<file path="config.mk">
export PLATFORM = sky130hd
export DESIGN_NAME = crc_serial_engine
export DESIGN_NICKNAME = d
export VERILOG_FILES = /design/src/rtl/crc_serial_engine.sv
export SDC_FILE = /design/constraint.sdc
export NUM_CORES = 1
export LEC_CHECK = 0
export ABC_AREA = 1
export CORE_AREA = 2 2 54 56
export CTS_CLUSTER_DIAMETER = 150
export DETAILED_ROUTE_END_ITERATION = 12
export DIE_AREA = 0 0 56 58
export GPL_TIMING_DRIVEN = 0
export PLACE_DENSITY = 0.74
export SYNTH_ARGS = -nofsm -noshare
export SYNTH_HDL_FRONTEND = slang
export SYNTH_SLANG_ARGS = --single-unit
</file>
<file path="constraint.sdc">
create_clock -name CLK -period 1.76 [get_ports CLK]
set_input_delay 0.264 -clock CLK [delete_from_list [all_inputs] [get_ports CLK]]
set_output_delay 0.264 -clock CLK [all_outputs]
set_load 0.03 [all_outputs]
</file>
<file path="src/rtl/crc_serial_engine.sv">
// Serial LFSR CRC engine: absorbs a LSB-first message, then either shifts the
// remainder out (generate) or flags a non-zero residue (check).
//
// state   | meaning
// --------+-------------------------------------------------------------
// S_IDLE  | LFSR holds SEED, waiting for the first accepted bit of a frame
// S_ABSORB| shifting message (and, in check mode, appended CRC) bits in
// S_EMIT  | generate only: remainder driven out on CRC with Valid
module crc_serial_engine #(
    parameter int                WIDTH     = 8,
    parameter logic [WIDTH-1:0]  POLY      = 8'hC4,
    parameter logic [WIDTH-1:0]  SEED      = 8'hD8,
    parameter int                DATA_BITS = 8
) (
    input  logic CLK,
    input  logic RST,
    input  logic DATA,
    input  logic ACTIVE,
    input  logic MODE,
    output logic CRC,
    output logic Valid,
    output logic BUSY,
    output logic DONE,
    output logic CRC_ERR
);

    localparam int            CW       = $clog2(DATA_BITS + WIDTH + 1);
    localparam logic [CW-1:0] GEN_LAST = CW'(DATA_BITS);
    localparam logic [CW-1:0] CHK_LAST = CW'(DATA_BITS + WIDTH);
    localparam logic [CW-1:0] OUT_LAST = CW'(WIDTH);

    typedef enum logic [1:0] {
        S_IDLE   = 2'd0,
        S_ABSORB = 2'd1,
        S_EMIT   = 2'd2
    } state_t;

    state_t            state_q, state_d;
    logic [WIDTH-1:0]  lfsr_q, lfsr_d;
    logic [CW-1:0]     bit_cnt_q, bit_cnt_d;
    logic [CW-1:0]     out_cnt_q, out_cnt_d;
    logic              mode_q, mode_d;
    logic              crc_q, crc_d;
    logic              valid_q, valid_d;
    logic              done_q, done_d;
    logic              err_q, err_d;

    logic              fb;
    logic [WIDTH-1:0]  lfsr_step;
    logic [CW-1:0]     bit_cnt_inc;

    // Right shift with zero fill places POLY[WIDTH-1] & fb into the top bit.
    assign fb          = lfsr_q[0] ^ DATA;
    assign lfsr_step   = (lfsr_q >> 1) ^ (POLY & {WIDTH{fb}});
    assign bit_cnt_inc = bit_cnt_q + 1'b1;

    always_comb begin
        state_d   = state_q;
        lfsr_d    = lfsr_q;
        bit_cnt_d = bit_cnt_q;
        out_cnt_d = out_cnt_q;
        mode_d    = mode_q;
        crc_d     = 1'b0;
        valid_d   = 1'b0;
        done_d    = 1'b0;
        err_d     = err_q;

        case (state_q)
            S_IDLE: begin
                if (ACTIVE) begin
                    lfsr_d    = lfsr_step;
                    mode_d    = MODE;
                    err_d     = 1'b0;
                    bit_cnt_d = CW'(1);
                    if (DATA_BITS == 1 && !MODE) begin
                        state_d = S_EMIT;
                    end else begin
                        state_d = S_ABSORB;
                    end
                end
            end

            S_ABSORB: begin
                if (ACTIVE) begin
                    lfsr_d    = lfsr_step;
                    bit_cnt_d = bit_cnt_inc;
                    if (!mode_q && bit_cnt_inc == GEN_LAST) begin
                        state_d = S_EMIT;
                    end else if (mode_q && bit_cnt_inc == CHK_LAST) begin
                        // A correctly appended remainder leaves the register all-zero.
                        err_d     = |lfsr_step;
                        done_d    = 1'b1;
                        lfsr_d    = SEED;
                        bit_cnt_d = '0;
                        state_d   = S_IDLE;
                    end
                end
            end

            S_EMIT: begin
                if (out_cnt_q == OUT_LAST) begin
                    done_d    = 1'b1;
                    lfsr_d    = SEED;
                    bit_cnt_d = '0;
                    out_cnt_d = '0;
                    state_d   = S_IDLE;
                end else begin
                    crc_d     = lfsr_q[0];
                    valid_d   = 1'b1;
                    lfsr_d    = lfsr_q >> 1;
                    out_cnt_d = out_cnt_q + 1'b1;
                end
            end

            default: begin
                state_d = S_IDLE;
            end
        endcase
    end

    always_ff @(posedge CLK) begin
        if (RST) begin
            state_q   <= S_IDLE;
            lfsr_q    <= SEED;
            bit_cnt_q <= '0;
            out_cnt_q <= '0;
            mode_q    <= 1'b0;
            crc_q     <= 1'b0;
            valid_q   <= 1'b0;
            done_q    <= 1'b0;
            err_q     <= 1'b0;
        end else begin
            state_q   <= state_d;
            lfsr_q    <= lfsr_d;
            bit_cnt_q <= bit_cnt_d;
            out_cnt_q <= out_cnt_d;
            mode_q    <= mode_d;
            crc_q     <= crc_d;
            valid_q   <= valid_d;
            done_q    <= done_d;
            err_q     <= err_d;
        end
    end

    assign CRC     = crc_q;
    assign Valid   = valid_q;
    assign BUSY    = (state_q != S_IDLE);
    assign DONE    = done_q;
    assign CRC_ERR = err_q;

endmodule

</file>
# After elaboration in Yosys (flattened, before gate mapping)
# Index checks and enable logic that the tools add are counted.
# totals
ff_bits	25
input_bits	5
word_cells	70
# op_classes
addsub	2
n_eq_ne	11
muxes	30
bitwise	3
reduce_logical	15
# ops
op	n
$mux 8	5
$mux 5	6
$pmux 8 s3	1
$pmux 5 s3	1
$add 5x1->5 const B	2
$eq 5x4->1 const B	2
$mux 2	5
$ne 2x2->1 const B	5
$mux 1	9
$reduce_and 4->1	2
$reduce_or 8->1	1
$xor 7x8->8	1
$pmux 2 s3	1
$eq 5x5->1 const B	1
$reduce_and 5->1	1
$pmux 1 s2	2
$reduce_bool 2->1	2
$ne 3x3->1 const B	1
$reduce_and 3->1	1
$reduce_bool 3->1	1
$reduce_or 3->1	1
$eq 2x1->1 const B	1
$eq 2x2->1 const B	1
$logic_and 1x1->1	2
6 further kinds	6

# Longest topological paths before layout
# depth
ltp_word	7
ltp_mapped	11

# Worst setup path after synthesis
# No wires, ideal clock.
# synth_timing
path_type	reg2reg
from	reg bit_cnt_q[0]
to	reg lfsr_q[0]
setup_time_ns	0.119
arrival_time_ns	1.361
required_ns	1.641
setup_slack_ns	0.279
stages_incl_launch_ff	11
path_buffers	0
period_less_slack_ns	1.481
path_cell_list	dfxtp_1 > ha_1 > inv_1 > nand2_2 > nand3_4 > nor2_4 > nand3_2 > nand2_2 > nand3_1 > nand2_1 > a21oi_1
# synth_via
elab_chain_len	7
# synth_rtl
element	line	source
start, declared	40	logic [CW-1:0] bit_cnt_q, bit_cnt_d;
start signal, assigned	135	bit_cnt_q <= bit_cnt_d;
$add 5x1->5 (*)	55	assign bit_cnt_inc = bit_cnt_q + 1'b1;
$eq 5x5->1	89	end else if (mode_q && bit_cnt_inc == CHK_LAST) begin
$logic_and 1x1->1	89	
$mux 8	89	
$mux 8 (*)	87	if (!mode_q && bit_cnt_inc == GEN_LAST) begin
$mux 8 (*)	84	if (ACTIVE) begin
$pmux 8 s3 (*)	68	case (state_q)
end signal, assigned	134	lfsr_q <= lfsr_d;
end, declared	39	logic [WIDTH-1:0] lfsr_q, lfsr_d;
# Mark *: on every way between the ends. The rest lies on a longest branch, timed or not. The select of a mux whose other input is x is not followed.
# A chain may end at the register's enable or synchronous reset.

# Worst setup path in the final report
# layout_timing
from	reg state_q[1]
to	reg bit_cnt_q[1]
# layout_via
elab_chain_len	3
# layout_rtl
element	line	source
start, declared	38	state_t state_q, state_d;
start signal, assigned	133	state_q <= state_d;
$eq 2x2->1 (tied with other cells)	68	
$ne 2x2->1 (no line) / $reduce_bool 3->1 (equally long branches)	-	
$reduce_and 4->1 (no line)	-	
# Several ways; a longest one is shown, not always the timed one.

==> results.py <==
metrics = {
    "die": {
        "die_h_um": 58,
        "io_pins": 10,
        "die_w_um": 56,
        "die_area_mm2": 0.00325,
        "core_area_mm2": 0.00266,
        "start_util_pct": 53.9,
        "row_count": 19,
    },
    "clocking": {
        "htreeDepth": 1,
        "clk_path_buf_depth": 2,
        "cts.sinks": 25,
        "cts_tree": "yes",
        "cts-hold-fix-buffers": 0,
        "path_clk_slew_ns": 0.13,
        "cts_made_buffers": 3,
        "clock_latency_ns": 0.31,
        "cts-root-buf": "clkbuf_4",
    },
    "routing": {
        "first_pass_iters": 4,
        "drt_iter0_markers": 91,
        "vias_per_cell": 5.42,
        "drc_errors": 0,
        "ant_nets": 0,
        "num_vias": 1318,
        "routed_wl_um": 3010,
        "wire_per_inst_um": 12.4,
    },
    "worst_hold_path": {
        "min_to": "Valid$_SDFF_PP0_",
        "worstHoldPathCells": 2,
        "min_path_type": "in2reg",
        "hold_path.startpoint": "RST",
    },
    "global_routing": {
        "grt_pass1_vias": 1232,
        "grt_max_degree": 15,
        "grt_pass1_wl_um": 5260,
        "overflow": 0,
        "antenna_found_initial": 0,
        "grt_usage_pct": 20.0,
    },
    "timing": {
        "clock_skew_ns": 0.00123,
        "post-route-min-period_ns": 1.63,
        "maxSlewHeadroom_pct": 58.2,
        "tightest_slew_ns": 0.623,
        "final-hold-violation-count": 0,
        "fin_setup_tns_ns": 0,
        "slew_viol_final": 0,
        "timing.final.crit_share_pct": 92.4,
        "setup_viol": 0,
        "fmax_mhz": 615,
        "worst_slack_ns": 0.134,
        "rsz0062_at_grt": "true",
    },
    "setup_path": {
        "timing.rr.end": "bit_cnt_q[1]$_SDFFE_PP0P_",
        "reg2reg_slack_ns": 0.13,
        "end_kind": "register",
        "worstPathMaxFanout": 8,
        "cp_top_family": "simple AND/OR/NAND/NOR gates",
        "start_kind": "register",
        "critical-path-max-stage-delay_ns": 0.39,
        "worstPathArrival_ns": 1.88,
        "slowest_stage": "dfxtp_4",
        "path_buf_inv": 3,
        "r2r_cells": 10,
        "crit_chain": "inv_1 -> ha_1 -> buf_4 -> nor2_1 -> nor2_1 -> nor2_1 -> nand2_2 -> inv_2 -> o21ai_0 -> a21oi_1",
        "worst_r2r_startpoint": "state_q[1]$_SDFFE_PP0P_",
        "crit_top_cell": "nor2_1",
        "path_class": "reg2reg",
        "required_ns": 2.01,
    },
    "synth": {
        "yosys.area_share.simple_pct": 33.1,
        "synth_area_mm2": 0.00144,
        "synth_fa_ha_area_share_pct": 6.97,
        "synth-compound-area-share_pct": 13.0,
        "synth_xor_area_share_pct": 2.44,
        "syn_nets": 213,
        "synth_seq_cells": 25,
        "yosysSeqAreaShare_pct": 34.9,
        "ys_warn_count": 0,
        "synth_top_family_by_area": "simple AND/OR/NAND/NOR gates",
        "ys_types": 31,
        "muxShareOfSynthArea_pct": 0,
        "synth_area_per_cell_um2": 7.18,
        "syn_inst": 200,
    },
    "power": {
        "p_switching_mw": 1.20,
        "ir_drop_mv": 1.19,
        "power_density_mw_per_mm2": 1580,
        "pwr-share-seq_pct": 36.7,
        "p_leak_nw": 0.706,
        "p_clk_share_pct": 9.9,
        "power.total_mw": 2.52,
        "intPower_mw": 1.33,
        "combPwrFrac_pct": 53.3,
        "p_sw_share_pct": 47.4,
    },
    "final_layout": {
        "diodes": 0,
        "layout.nets": 226,
        "final_cells": 243,
        "finalCoreUtilization_pct": 60.0,
        "layout-drive-gt1-share_pct": 15.6,
        "area_delta_synth_final_pct": 11.3,
    },
    "placed_design": {
        "dp_cells": 239,
        "io_buffers": 8,
        "pre_cts_ws_ns": 0.00531,
        "dp_hpwl_um": 2310,
        "place_congestion": 0.885,
    },
    "outcome": {
        "status": "complete, no violations",
    },
    "flow_run": {
        "cap_viol_max_count": 0,
    },
}
-- logic make-up (layout without fill, tap and decap cells) --
group	after synthesis	after routing
flops	25	25
buf+inv	33	45
compound gates	34	34
simple gates	96	96
xor+xnor	4	4
fa+ha+maj	8	8
-- power groups by stage --
stage	logic, mW	clock network [mW]	registers (mW)
after floorplan	1.01	0	0.909
after global placement	1.31	0	0.902
after detailed placement	1.34	0	0.914
after CTS	1.34	0.260	0.905
after global routing	1.53	0.277	0.952
final	1.35	0.250	0.928
-- cell type report --
class	count	area, um2
timing repair buffer	9	82.6
multi-input combinational	142	802
clock buffer	3	22.5
inverter	27	101
tap	31	38.8
sequential	25	513
clock inverter	1	5.00
fill	256	1060
buffer	5	32.5
-- metrics by stage --
step / hold slack, ns / instance area, um2
6_report: 0.263 / 1600
5_1_grt: 0.275 / 1600
4_1_cts: 0.267 / 1580
3_5_place_dp: 0.470 / 1550
3_3_place_gp: 0.461 / 1550
2_1_floorplan: 0.438 / 1440
-- synth_stat cells --
master    number  share of area (%)
ha_1           8                7.0
a21oi_1       15                5.2
and3_1         1               0.44
a41oi_1        1               0.61
nor2_1        16                4.2
nand2_1       40                 10
or2_0          1               0.44
nand3_4        1                1.2
nand3_1       13                4.5
o32ai_1        1               0.61
nand3b_1       1               0.52
buf_6          1               0.78
nand4_1        9                3.9
xor2_1         4                2.4
buf_4          1               0.52
o21ai_0       11                3.8
a31oi_1        1               0.44
nor3_1         1               0.35
nand3_2        4                2.8
or2_2          1               0.44
clkbuf_1       2               0.52
o21ai_1        2               0.70
inv_2          3               0.78
nor2_2         1               0.44
nand2_2        6                2.6
nor2_4         1               0.78
inv_1         24                6.3
dfxtp_1       25                 35
buf_2          1               0.35
a211oi_1       3                1.6
clkbuf_2       1               0.35
-- worst max path at each step --
stage	from	to	slack, ns	depth (start not counted)
global placement	DATA	CRC_ERR$_SDFFE_PP0P_	0.03	9
finish	state_q[1]$_SDFFE_PP0P_	bit_cnt_q[1]$_SDFFE_PP0P_	0.13	10
floorplan	bit_cnt_q[0]$_SDFFE_PP0P_	lfsr_q[0]$_SDFFE_PP0P_	0.28	10
global route	bit_cnt_q[0]$_SDFFE_PP0P_	lfsr_q[4]$_SDFFE_PP1P_	-0.007	11
detailed placement	state_q[1]$_SDFFE_PP0P_	lfsr_q[3]$_SDFFE_PP1P_	0.005	8
CTS	state_q[1]$_SDFFE_PP0P_	BUSY	0.0005	4
-- worst reg2reg max path: cells and delay by family, from the launching register on --
family,cells,cell delay (ns)
flip-flops,1,0.39
AO/OA/AOI/OAI,2,0.20
AND/OR/NAND/NOR,4,0.44
buffers and inverters,3,0.35
adder cells (fa/ha/maj),1,0.18
-- what timing repair did --
item                                    CTS  global route
pin swaps                                 0             0
endpoints found under the setup margin    5            15
endpoints found under the hold margin     0             0
setup buffers                             0             1
gates resized for setup                   3             9
-- metal layers --
metal | wire length, um | GRT usage, % | vias to the layer above
li1 | - | - | 685
met1 | 1360 | 25.8 | 597
met2 | 1480 | 35.0 | 31
met3 | 133 | 2.01 | 5
met4 | 37 | 7.48 | 0
met5 | 0 | 0 | -
-- cells in the final DEF, fill, tap and decap left out, types with 4 or more instances in the layout --
master	Yosys	layout
nand2_1	40	39
dfxtp_1	25	21
xor2_1	4	4
nand3_1	13	13
o21ai_0	11	11
nand2_2	6	7
a21oi_1	15	15
ha_1	8	7
clkdlybuf4s50_1	0	7
nand3_2	4	4
inv_1	24	24
nor2_1	16	16
nand4_1	9	9
-- flip-flops by register name, indices dropped and copies added, names as in the netlist --
signal / count
CRC_ERR: 1
lfsr_q: 8
DONE: 1
out_cnt_q: 5
state_q: 2
mode_q: 1
bit_cnt_q: 5
Valid: 1
CRC: 1
(Power assumes the default switching activity.)
